**src/rtl/adpll_lock_ctrl_if.sv**
```systemverilog
// Control/status bundle between the ADPLL lock sequencer and the rest of the loop.
// The sequencer sits on the slave side; whoever drives mode/start/phase_err is the master.
interface adpll_lock_ctrl_if #(
  parameter int PERR_W = 12
);
  logic [1:0]               mode;
  logic                     start;
  logic signed [PERR_W-1:0] phase_err;
  logic                     dco_pd;
  logic                     tdc_pd;
  logic [1:0]               bank_sel;
  logic [1:0]               loop_gain;
  logic                     channel_lock;
  logic                     lock_fail;
  logic                     tx_en;
  logic [2:0]               state;

  modport master (
    output mode, start, phase_err,
    input  dco_pd, tdc_pd, bank_sel, loop_gain, channel_lock, lock_fail, tx_en, state
  );

  modport slave (
    input  mode, start, phase_err,
    output dco_pd, tdc_pd, bank_sel, loop_gain, channel_lock, lock_fail, tx_en, state
  );
endinterface

```
**src/rtl/adpll_lock_ctrl.sv**
```systemverilog
// ADPLL lock-acquisition sequencer: power-up, coarse/medium/fine tuning with falling
// loop gain, lock detection on a sustained small phase error, and TX gating.
//
// state  | meaning
// IDLE   | DCO/TDC powered down, waiting for start
// WARMUP | DCO/TDC powered, settling before tuning
// PVT    | coarse bank c_l, highest loop gain
// ACQ    | medium bank c_m, medium loop gain
// TRK    | fine bank c_s, counting in-window cycles toward lock
// LOCK   | channel locked, TX modulation allowed
// FAIL   | no lock within the tracking timeout
module adpll_lock_ctrl #(
  parameter int PERR_W      = 12,
  parameter int WARMUP_CYC  = 16,
  parameter int SETTLE_CYC  = 64,
  parameter int LOCK_TH     = 8,
  parameter int LOCK_CNT    = 32,
  parameter int TIMEOUT_CYC = 1024
) (
  input logic              clk,
  input logic              rst_n,
  adpll_lock_ctrl_if.slave bus
);

  typedef enum logic [2:0] {
    S_IDLE   = 3'd0,
    S_WARMUP = 3'd1,
    S_PVT    = 3'd2,
    S_ACQ    = 3'd3,
    S_TRK    = 3'd4,
    S_LOCK   = 3'd5,
    S_FAIL   = 3'd6
  } state_t;

  localparam int AW      = PERR_W + 1;
  localparam int TMR_MAX = (WARMUP_CYC > SETTLE_CYC) ? WARMUP_CYC : SETTLE_CYC;
  localparam int TMR_W   = $clog2(TMR_MAX + 1);
  localparam int IN_W    = $clog2(LOCK_CNT + 1);
  localparam int TMO_W   = $clog2(TIMEOUT_CYC + 1);

  localparam logic [TMR_W-1:0] WARM_LD = TMR_W'(WARMUP_CYC - 1);
  localparam logic [TMR_W-1:0] SETL_LD = TMR_W'(SETTLE_CYC - 1);
  localparam logic [IN_W-1:0]  IN_TC   = IN_W'(LOCK_CNT);
  localparam logic [TMO_W-1:0] TMO_TC  = TMO_W'(TIMEOUT_CYC);
  localparam logic [AW-1:0]    TH_IN   = AW'(LOCK_TH);
  localparam logic [AW-1:0]    TH_OUT  = AW'(4 * LOCK_TH);
  localparam logic [1:0]       MODE_PD = 2'd0;
  localparam logic [1:0]       MODE_TX = 2'd3;

  state_t            st;
  state_t            nxt;
  logic [TMR_W-1:0]  tmr;
  logic [IN_W-1:0]   in_cnt;
  logic [TMO_W-1:0]  tmo_cnt;
  logic [AW-1:0]     pe_ext;
  logic [AW-1:0]     abs_err;
  logic              in_win;
  logic              out_lock;
  logic              pd_req;
  logic              restart;
  logic              load;

  // One extra bit so the most negative error has a representable magnitude.
  assign pe_ext   = {bus.phase_err[PERR_W-1], bus.phase_err};
  assign abs_err  = pe_ext[AW-1] ? (~pe_ext + 1'b1) : pe_ext;
  assign in_win   = (abs_err <= TH_IN);
  assign out_lock = (abs_err > TH_OUT);
  assign pd_req   = (bus.mode == MODE_PD);
  assign restart  = bus.start && !pd_req;
  assign load     = (nxt != st) || restart;
  assign bus.state = st;

  always_comb begin
    nxt = st;
    if (pd_req) begin
      nxt = S_IDLE;
    end else if (bus.start) begin
      nxt = S_WARMUP;
    end else begin
      case (st)
        S_WARMUP: if (tmr == '0) nxt = S_PVT;
        S_PVT:    if (tmr == '0) nxt = S_ACQ;
        S_ACQ:    if (tmr == '0) nxt = S_TRK;
        S_TRK: begin
          // Lock takes precedence when both limits are reached together.
          if (in_cnt == IN_TC)         nxt = S_LOCK;
          else if (tmo_cnt == TMO_TC)  nxt = S_FAIL;
        end
        S_LOCK:   if (out_lock) nxt = S_TRK;
        default:  nxt = st;
      endcase
    end
  end

  always_ff @(posedge clk or negedge rst_n) begin
    if (!rst_n) begin
      st               <= S_IDLE;
      tmr              <= '0;
      in_cnt           <= '0;
      tmo_cnt          <= '0;
      bus.dco_pd       <= 1'b1;
      bus.tdc_pd       <= 1'b1;
      bus.bank_sel     <= 2'd0;
      bus.loop_gain    <= 2'd0;
      bus.channel_lock <= 1'b0;
      bus.lock_fail    <= 1'b0;
      bus.tx_en        <= 1'b0;
    end else begin
      st <= nxt;
      if (load) begin
        in_cnt  <= '0;
        tmo_cnt <= '0;
        case (nxt)
          S_WARMUP:     tmr <= WARM_LD;
          S_PVT, S_ACQ: tmr <= SETL_LD;
          default:      tmr <= '0;
        endcase
      end else begin
        if (tmr != '0) tmr <= tmr - 1'b1;
        if (st == S_TRK) begin
          if (!in_win)              in_cnt <= '0;
          else if (in_cnt != IN_TC) in_cnt <= in_cnt + 1'b1;
          if (tmo_cnt != TMO_TC)    tmo_cnt <= tmo_cnt + 1'b1;
        end
      end

      // Outputs decode the state being entered so they change on the same edge.
      bus.dco_pd       <= (nxt == S_IDLE);
      bus.tdc_pd       <= (nxt == S_IDLE);
      bus.channel_lock <= (nxt == S_LOCK);
      bus.lock_fail    <= (nxt == S_FAIL);
      bus.tx_en        <= (nxt == S_LOCK) && (bus.mode == MODE_TX);
      bus.bank_sel     <= 2'd0;
      bus.loop_gain    <= 2'd0;
      case (nxt)
        S_PVT:  begin bus.bank_sel <= 2'd1; bus.loop_gain <= 2'd3; end
        S_ACQ:  begin bus.bank_sel <= 2'd2; bus.loop_gain <= 2'd2; end
        S_TRK:  begin bus.bank_sel <= 2'd3; bus.loop_gain <= 2'd1; end
        S_LOCK: begin bus.bank_sel <= 2'd3; bus.loop_gain <= 2'd0; end
        default: ;
      endcase
    end
  end

endmodule

```
**src/flat_wrapper.sv**
```systemverilog
// flat-port wrapper written by rule: the top's interface ports become plain ports
module adpll_lock_ctrl_flat 
#(
  parameter int PERR_W      = 12,
  parameter int WARMUP_CYC  = 16,
  parameter int SETTLE_CYC  = 64,
  parameter int LOCK_TH     = 8,
  parameter int LOCK_CNT    = 32,
  parameter int TIMEOUT_CYC = 1024
)
  (clk, rst_n, bus_mode, bus_start, bus_phase_err, bus_dco_pd, bus_tdc_pd, bus_bank_sel, bus_loop_gain, bus_channel_lock, bus_lock_fail, bus_tx_en, bus_state);
  adpll_lock_ctrl_if #(.PERR_W(PERR_W)) bus_i ();
  input logic clk;
  input logic rst_n;
  input wire logic [$bits(bus_i.mode)-1:0] bus_mode;
  input wire logic [$bits(bus_i.start)-1:0] bus_start;
  input wire logic [$bits(bus_i.phase_err)-1:0] bus_phase_err;
  output wire logic [$bits(bus_i.dco_pd)-1:0] bus_dco_pd;
  output wire logic [$bits(bus_i.tdc_pd)-1:0] bus_tdc_pd;
  output wire logic [$bits(bus_i.bank_sel)-1:0] bus_bank_sel;
  output wire logic [$bits(bus_i.loop_gain)-1:0] bus_loop_gain;
  output wire logic [$bits(bus_i.channel_lock)-1:0] bus_channel_lock;
  output wire logic [$bits(bus_i.lock_fail)-1:0] bus_lock_fail;
  output wire logic [$bits(bus_i.tx_en)-1:0] bus_tx_en;
  output wire logic [$bits(bus_i.state)-1:0] bus_state;
  assign bus_i.mode = bus_mode;
  assign bus_i.start = bus_start;
  assign bus_i.phase_err = bus_phase_err;
  assign bus_dco_pd = bus_i.dco_pd;
  assign bus_tdc_pd = bus_i.tdc_pd;
  assign bus_bank_sel = bus_i.bank_sel;
  assign bus_loop_gain = bus_i.loop_gain;
  assign bus_channel_lock = bus_i.channel_lock;
  assign bus_lock_fail = bus_i.lock_fail;
  assign bus_tx_en = bus_i.tx_en;
  assign bus_state = bus_i.state;
  adpll_lock_ctrl #(.PERR_W(PERR_W), .WARMUP_CYC(WARMUP_CYC), .SETTLE_CYC(SETTLE_CYC), .LOCK_TH(LOCK_TH), .LOCK_CNT(LOCK_CNT), .TIMEOUT_CYC(TIMEOUT_CYC)) u_core (.clk(clk), .rst_n(rst_n), .bus(bus_i));
endmodule
```
**config.mk**
```make
export PLATFORM = sky130hd
export DESIGN_NAME = adpll_lock_ctrl_flat
export DESIGN_NICKNAME = d
export VERILOG_FILES = /design/src/rtl/adpll_lock_ctrl_if.sv /design/src/rtl/adpll_lock_ctrl.sv /design/src/flat_wrapper.sv
export SDC_FILE = /design/constraint.sdc
export NUM_CORES = 1
export LEC_CHECK = 0
export BUFFER_PORTS_ARGS = -buffer_cell sky130_fd_sc_hd__buf_2
export CORE_UTILIZATION = 55
export CTS_CLUSTER_SIZE = 30
export DETAILED_ROUTE_END_ITERATION = 7
export PLACE_DENSITY = 0.76
export SLEW_MARGIN = 10
export SYNTH_ARGS = -nofsm -noshare
export SYNTH_HDL_FRONTEND = slang
export SYNTH_SLANG_ARGS = --single-unit
```
**constraint.sdc**
```tcl
create_clock -name clk -period 3.7 [get_ports clk]
set_clock_uncertainty 0.2 [all_clocks]
set_input_delay 0.555 -clock clk [delete_from_list [all_inputs] [get_ports clk]]
set_output_delay 0.555 -clock clk [all_outputs]
set_load 0.05 [all_outputs]
```
# After elaboration in Yosys (flattened, before gate mapping)
# Cells that the tools add are included.
[totals] regBits=35 wordCells=72 output_inout_bits=12 inputBits=17
[op_classes] mux=22 n_eq_ne=18 n_addsub=4 order_cmp=2 reduce_logical=15 bitwise_logic=1
[op_table] operator="11-bit two-way mux" count=3
[op_table] operator="3-bit two-way mux" count=8
[op_table] operator="6-bit two-way mux" count=4
[op_table] operator="3-bit == test, second input constant" count=5
[op_table] operator="3-bit one-hot mux with 5 select lines" count=1
[op_table] operator="7-bit two-way mux" count=2
[op_table] operator="13-bit by 1-bit adder with 13-bit output, second input constant" count=1
[op_table] operator="13-bit by 6-bit greater-than comparator with 1-bit output, second input constant" count=1
[op_table] operator="13-bit by 4-bit less-or-equal comparator with 1-bit output, second input constant" count=1
[op_table] operator="13-bit two-way mux" count=1
[op_table] operator="13-bit inverter" count=1
[op_table] operator="3-bit by 2-bit == test with 1-bit output, second input constant" count=4
[op_table] operator="2-bit one-hot mux with 3 select lines" count=2
[op_table] operator="6-bit one-hot mux with 2 select lines" count=1
[op_table] operator="11-bit by 1-bit adder with 11-bit output, second input constant" count=1
[op_table] operator="11-bit == test, second input constant" count=1
[op_table] operator="11-bit inequality test, second input constant" count=1
[op_table] operator="7-bit zero test" count=1
[op_table] operator="7-bit nonzero test" count=1
[op_table] operator="7-bit by 1-bit subtractor with 7-bit output, second input constant" count=1
[op_table] operator="6-bit by 1-bit adder with 6-bit output, second input constant" count=1
[op_table] operator="3-bit by 1-bit == test with 1-bit output, second input constant" count=2
[op_table] operator="6-bit == test, second input constant" count=1
[op_table] operator="6-bit inequality test, second input constant" count=1
[op_table] operator="other kinds (11)" count=16

# Logic depth before layout (Yosys ltp)
[depth] ltp_word=12 depth_mapped=11 depth_no_buf=11

# Worst setup path after synthesis
# Ideal clock, no wire load.
[synth_timing] path_type="input-to-reg" from="in bus_phase_err[0]" to="reg u_core.tmr[1]" slack_ns=0.659 cell_stages=11 arrival_ns=2.705 setup_ns=0.135 path_buffers=1 cell_sequence="inv_1 ha_1 or3b_2 a211oi_1 nor3b_1 o2111a_1 a22oi_2 inv_2 mux2i_1 clkbuf_1 o21ai_1"
[synth_via] elab_chain_len=12
[synth_rtl] element="start, declared" line_no="flat_wrapper.sv:17" text="input wire logic [$bits(bus_i.phase_err)-1:0] bus_phase_err;"
[synth_rtl] element="13-bit inverter" line_no="adpll_lock_ctrl.sv:65" text="assign abs_err = pe_ext[AW-1] ? (~pe_ext + 1'b1) : pe_ext;"
[synth_rtl] element="13-bit by 1-bit adder with 13-bit output" line_no="adpll_lock_ctrl.sv:65"
[synth_rtl] element="13-bit two-way mux (*)" line_no="adpll_lock_ctrl.sv:65"
[synth_rtl] element="13-bit by 6-bit greater-than comparator with 1-bit output (*)" line_no="adpll_lock_ctrl.sv:67" text="assign out_lock = (abs_err > TH_OUT);"
[synth_rtl] element="3-bit two-way mux (*)" line_no="adpll_lock_ctrl.sv:89" text="S_LOCK: if (out_lock) nxt = S_TRK;"
[synth_rtl] element="3-bit one-hot mux with 5 select lines (*)" line_no="adpll_lock_ctrl.sv:80" text="case (st)"
[synth_rtl] element="3-bit two-way mux (*)" line_no="adpll_lock_ctrl.sv:77" text="end else if (bus.start) begin"
[synth_rtl] element="3-bit two-way mux (*)" line_no="adpll_lock_ctrl.sv:75" text="if (pd_req) begin"
[synth_rtl] element="net u_core.nxt[0]" line_no="adpll_lock_ctrl.sv:51" text="state_t nxt;"
[synth_rtl] element="3-bit by 2-bit == test with 1-bit output" line_no="adpll_lock_ctrl.sv:113" text="case (nxt)"
[synth_rtl] element="2-bit OR reduction" line_no="adpll_lock_ctrl.sv:113"
[synth_rtl] element="6-bit one-hot mux with 2 select lines" line_no="adpll_lock_ctrl.sv:113"
[synth_rtl] element="7-bit two-way mux" line_no="adpll_lock_ctrl.sv:110" text="if (load) begin"
[synth_rtl] element="end signal, assigned" line_no="adpll_lock_ctrl.sv:119" text="if (tmr != '0) tmr <= tmr - 1'b1;"
[synth_rtl] element="end, declared" line_no="adpll_lock_ctrl.sv:52" text="logic [TMR_W-1:0] tmr;"
# Mark *: on every way through the listed nets, which the timed path passes. The rest lies on a longest branch.
# A chain may end at the register's enable or synchronous reset.

# Final worst setup path
[layout_timing] from="reg u_core.tmr[0]" to="reg u_core.tmo_cnt[5]"
[layout_via] elab_chain_len=9
[layout_rtl] element="7-bit zero test (*)" line_no="adpll_lock_ctrl.sv:81, adpll_lock_ctrl.sv:82, adpll_lock_ctrl.sv:83"
[layout_rtl] element="3-bit two-way mux (on tied branches)" line_no="adpll_lock_ctrl.sv:83, adpll_lock_ctrl.sv:81, adpll_lock_ctrl.sv:82"
[layout_rtl] element="3-bit one-hot mux with 5 select lines (*)" line_no="adpll_lock_ctrl.sv:80"
[layout_rtl] element="3-bit two-way mux (*)" line_no="adpll_lock_ctrl.sv:77"
[layout_rtl] element="3-bit two-way mux (*)" line_no="adpll_lock_ctrl.sv:75"
[layout_rtl] element="3-bit inequality test (*)" line_no="adpll_lock_ctrl.sv:70" text="assign load = (nxt != st) || restart;"
[layout_rtl] element="1-bit logical OR (*)" line_no="adpll_lock_ctrl.sv:70"
[layout_rtl] element="2-bit nonzero test (no line)"
[layout_rtl] element="2-bit AND reduction (no line)"
[layout_rtl] element="end signal, assigned" line_no="adpll_lock_ctrl.sv:123" text="if (tmo_cnt != TMO_TC) tmo_cnt <= tmo_cnt + 1'b1;"
[layout_rtl] element="end, declared" line_no="adpll_lock_ctrl.sv:54" text="logic [TMO_W-1:0] tmo_cnt;"
# Mark *: on every way between the ends. The rest lies on a longest branch, timed or not.

==> results.py <==
metrics = {
    "outcome": {
        "status": "finished clean",
    },
    "timing": {
        "holdWs_ns": 0.1277,
        "slew_headroom_pct": 50.43,
        "setup_viol_count_final": 0,
        "post-route-period-util_pct": 89.74,
        "grt_setup_unrepaired": "no",
        "finalCriticalPeriod_ns": 3.320,
        "final-hold-violation-count": 0,
        "max_freq_ghz": 0.3012,
        "fin_ws_ns": 0.3798,
        "slew_violations": 0,
        "setup_tns_ns": 0,
        "tightest_slew_ns": 0.7229,
    },
    "critical_path": {
        "worstSetupPathType": "reg2reg",
        "worst-path-buf-inv": 1,
        "crit_family": "compound AO/OA/AOI/OAI gates",
        "reg2reg_slack_ns": 0.38,
        "worstPathRequired_ns": 3.72,
        "crit_path_start_kind": "flop",
        "critPathMaxFanout": 12,
        "cpPeakStageDelay_ns": 0.67,
        "cp_slowest_cell": "mux2i_1",
        "crit_arrival_ns": 3.34,
        "worstSetupEndpointType": "flop",
        "crit_chain": "inv_1 > ha_1 > or4b_1 > nor3_2 > o221ai_1 > a22oi_2 > mux2i_1 > o21ai_0 > a21oi_1",
    },
    "pwr": {
        "p_clk_share_pct": 32.6,
        "p_switching_w": 0.0003414,
        "combPwrFrac_pct": 25.2,
        "p_leak_nw": 1.148,
        "p_int_w": 0.0007070,
        "switching_share_pct": 32.56,
        "pwr-share-seq_pct": 42.2,
        "p_per_area_mw_per_mm2": 411.5,
        "peakVddDrop_mv": 0.2039,
        "total_power_w": 0.001048,
    },
    "clocking": {
        "clk_pin_slew_ns": 0.07,
        "clockBufferDepth": 2,
        "cts-resized-gates": 0,
        "holdBufCountCts": 0,
        "cts-htree-levels": 2,
        "cts_made_buffers": 5,
        "cts.sink_count": 35,
        "postCtsSetupBuffers": 0,
        "clk_latency_ns": 0.29,
        "cts_tree": "built",
        "root_buffer": "clkbuf_8",
    },
    "die": {
        "start_util_pct": 57.25,
        "dieHeight_um": 66.29,
        "die_w_um": 66.29,
        "rows": 23,
        "die_area_sq_mm": 0.004394,
        "fp.coreArea_sq_mm": 0.003971,
        "top_level_ports": 29,
    },
    "synthesis": {
        "syn-instance-count": 262,
        "ys_warn_count": 0,
        "synth_nets": 287,
        "syn_avg_cell_area_sq_um": 8.677,
        "ys_ff_latch": 35,
        "synth_edf_count": 0,
        "synth_flop_cell": "dfrtp_1",
        "synth_top_area_share_pct": 37.42,
        "ys_types": 58,
        "synth.largest_area_cell": "dfrtp_1",
        "synthArstFlopShare_pct": 100.0,
        "ys_top_cells_by_area": "dfrtp_1 37%, o21ai_0 4.6%, ha_1 4.4%, a21oi_1 3.5%, nor2_1 3.3%",
        "seq_area_frac_synth_pct": 38.58,
        "netlist_area_sq_mm": 0.002273,
    },
    "grt": {
        "grt_overflow": 0,
        "grt_use_total_pct": 22.29,
        "grt_pass1_vias": 1684,
        "grt_pass1_wl_um": 7396,
        "antenna_found_initial": 0,
        "grt_max_degree": 36,
    },
    "cells_and_area": {
        "insertedDiodeCount": 0,
        "area_growth_pct": 12.05,
        "mostFrequentLayoutCell": "dfrtp_1",
        "post-route-util_pct": 64.15,
        "final_nets": 313,
        "drive_gt1_share_pct": 17.30,
        "final_cell_mix": "34 x dfrtp_1, 28 x buf_2, 21 x o21ai_0",
    },
    "routing": {
        "drt-pass1-iter-count": 4,
        "routed_wirelength_um": 4471,
        "drt-vias-per-instance": 5.838,
        "detail-route-antenna-nets": 0,
        "detailroute.via_count": 1979,
        "drc": 0,
        "drt_iter0_markers": 143,
        "wl_per_cell_um": 13.19,
    },
    "min_path": {
        "min-delay-path-class": "in2async",
    },
    "job": {
        "maxCapViolations": 0,
    },
    "placement": {
        "gp_congestion": 0.8949,
        "io_buffers": 28,
        "dp_hpwl_um": 3254,
        "place_ws_ns": 0.1941,
    },
}
[through the flow]
| step | cell area [sq um] | cells |
|---|---|---|
| after floorplan | 2273 | 262 |
| after global placement | 2435 | 331 |
| after detailed placement | 2435 | 331 |
| after CTS | 2547 | 339 |
| after global routing | 2547 | 339 |
| final | 2547 | 339 |
[final timing paths]
check                         startpoint                       to  cells past startpoint
min in group clk             bus_mode[1]         u_core.bus.tx_en                      2
max in group asynchronous          rst_n        u_core.tmo_cnt[4]                      1
setup reg to reg           u_core.tmr[0]        u_core.tmo_cnt[5]                      9
hold / removal                     rst_n  u_core.bus.channel_lock                      1
hold reg to reg            u_core.tmr[6]            u_core.tmr[6]                      2
setup / recovery           u_core.tmr[0]        u_core.tmo_cnt[5]                      9
[cells in the mapped netlist (all sizes together) (3+ instances only)]
| cell type | count |
|---|---|
| nand3 | 13 |
| mux2i | 3 |
| nor2b | 5 |
| nor2 | 20 |
| clkbuf | 8 |
| inv | 18 |
| o31ai | 3 |
| nor3b | 3 |
| o21a | 3 |
| dfrtp | 34 |
| xnor2 | 6 |
| nor3 | 13 |
| xor2 | 6 |
| or3 | 6 |
| ha | 8 |
| nor4 | 5 |
| or2 | 5 |
| nand2 | 16 |
| and3 | 5 |
| a21oi | 16 |
| o21ai | 25 |
| or4 | 3 |
| or4b | 3 |
[registers in the layout (all words and copies together) (netlist names)]
register                 count
u_core.in_cnt                6
u_core.bus.loop_gain         2
u_core.tmo_cnt              11
u_core.bus.bank_sel          2
u_core.tmr                   7
u_core.bus.tx_en             1
u_core.bus.dco_pd            1
u_core.bus.state             3
u_core.bus.channel_lock      1
u_core.bus.lock_fail         1
[per-layer routing]
metal | up-vias | wire length, um | global-route usage, %
li1 | 1000 | - | -
met4 | 0 | 76 | 9.574
met1 | 932 | 2124 | 28.91
met3 | 7 | 205 | 4.828
met5 | - | 0 | 0
met2 | 40 | 2065 | 35.59
[cell families (layout without fill, tap and decap cells)]
| kind of cell | count (synthesis) | after routing | synth area share, % |
|---|---|---|---|
| XOR/XNOR | 12 | 12 | 4.623 |
| flip-flops | 35 | 35 | 38.58 |
| buffers and inverters | 28 | 55 | 5.118 |
| AND/OR/NAND/NOR | 109 | 109 | 27.46 |
| AO/OA/AOI/OAI | 66 | 66 | 18.00 |
| multiplexers | 4 | 4 | 1.816 |
| adder cells (fa/ha/maj) | 8 | 8 | 4.403 |
[power groups by stage]
stage / Combinational (W) / Clock (W) / Sequential, W
final: 0.000264 / 0.000342 / 0.000442
after floorplan: 0.000189 / 0 / 0.000462
after global routing: 0.000295 / 0.000365 / 0.000445
after CTS: 0.000267 / 0.000351 / 0.000442
after global placement: 0.000262 / 0 / 0.000448
after detailed placement: 0.000265 / 0 / 0.000449
[cell type report]
type | count | area [sq um]
timing repair buffer | 29 | 147.6
fill | 338 | 1424
multi-input combinational | 199 | 1280
tap | 50 | 62.56
clock buffer | 5 | 68.82
inverter | 18 | 67.56
clock inverter | 3 | 43.79
sequential | 35 | 877.1
(Power assumes the default switching activity.)
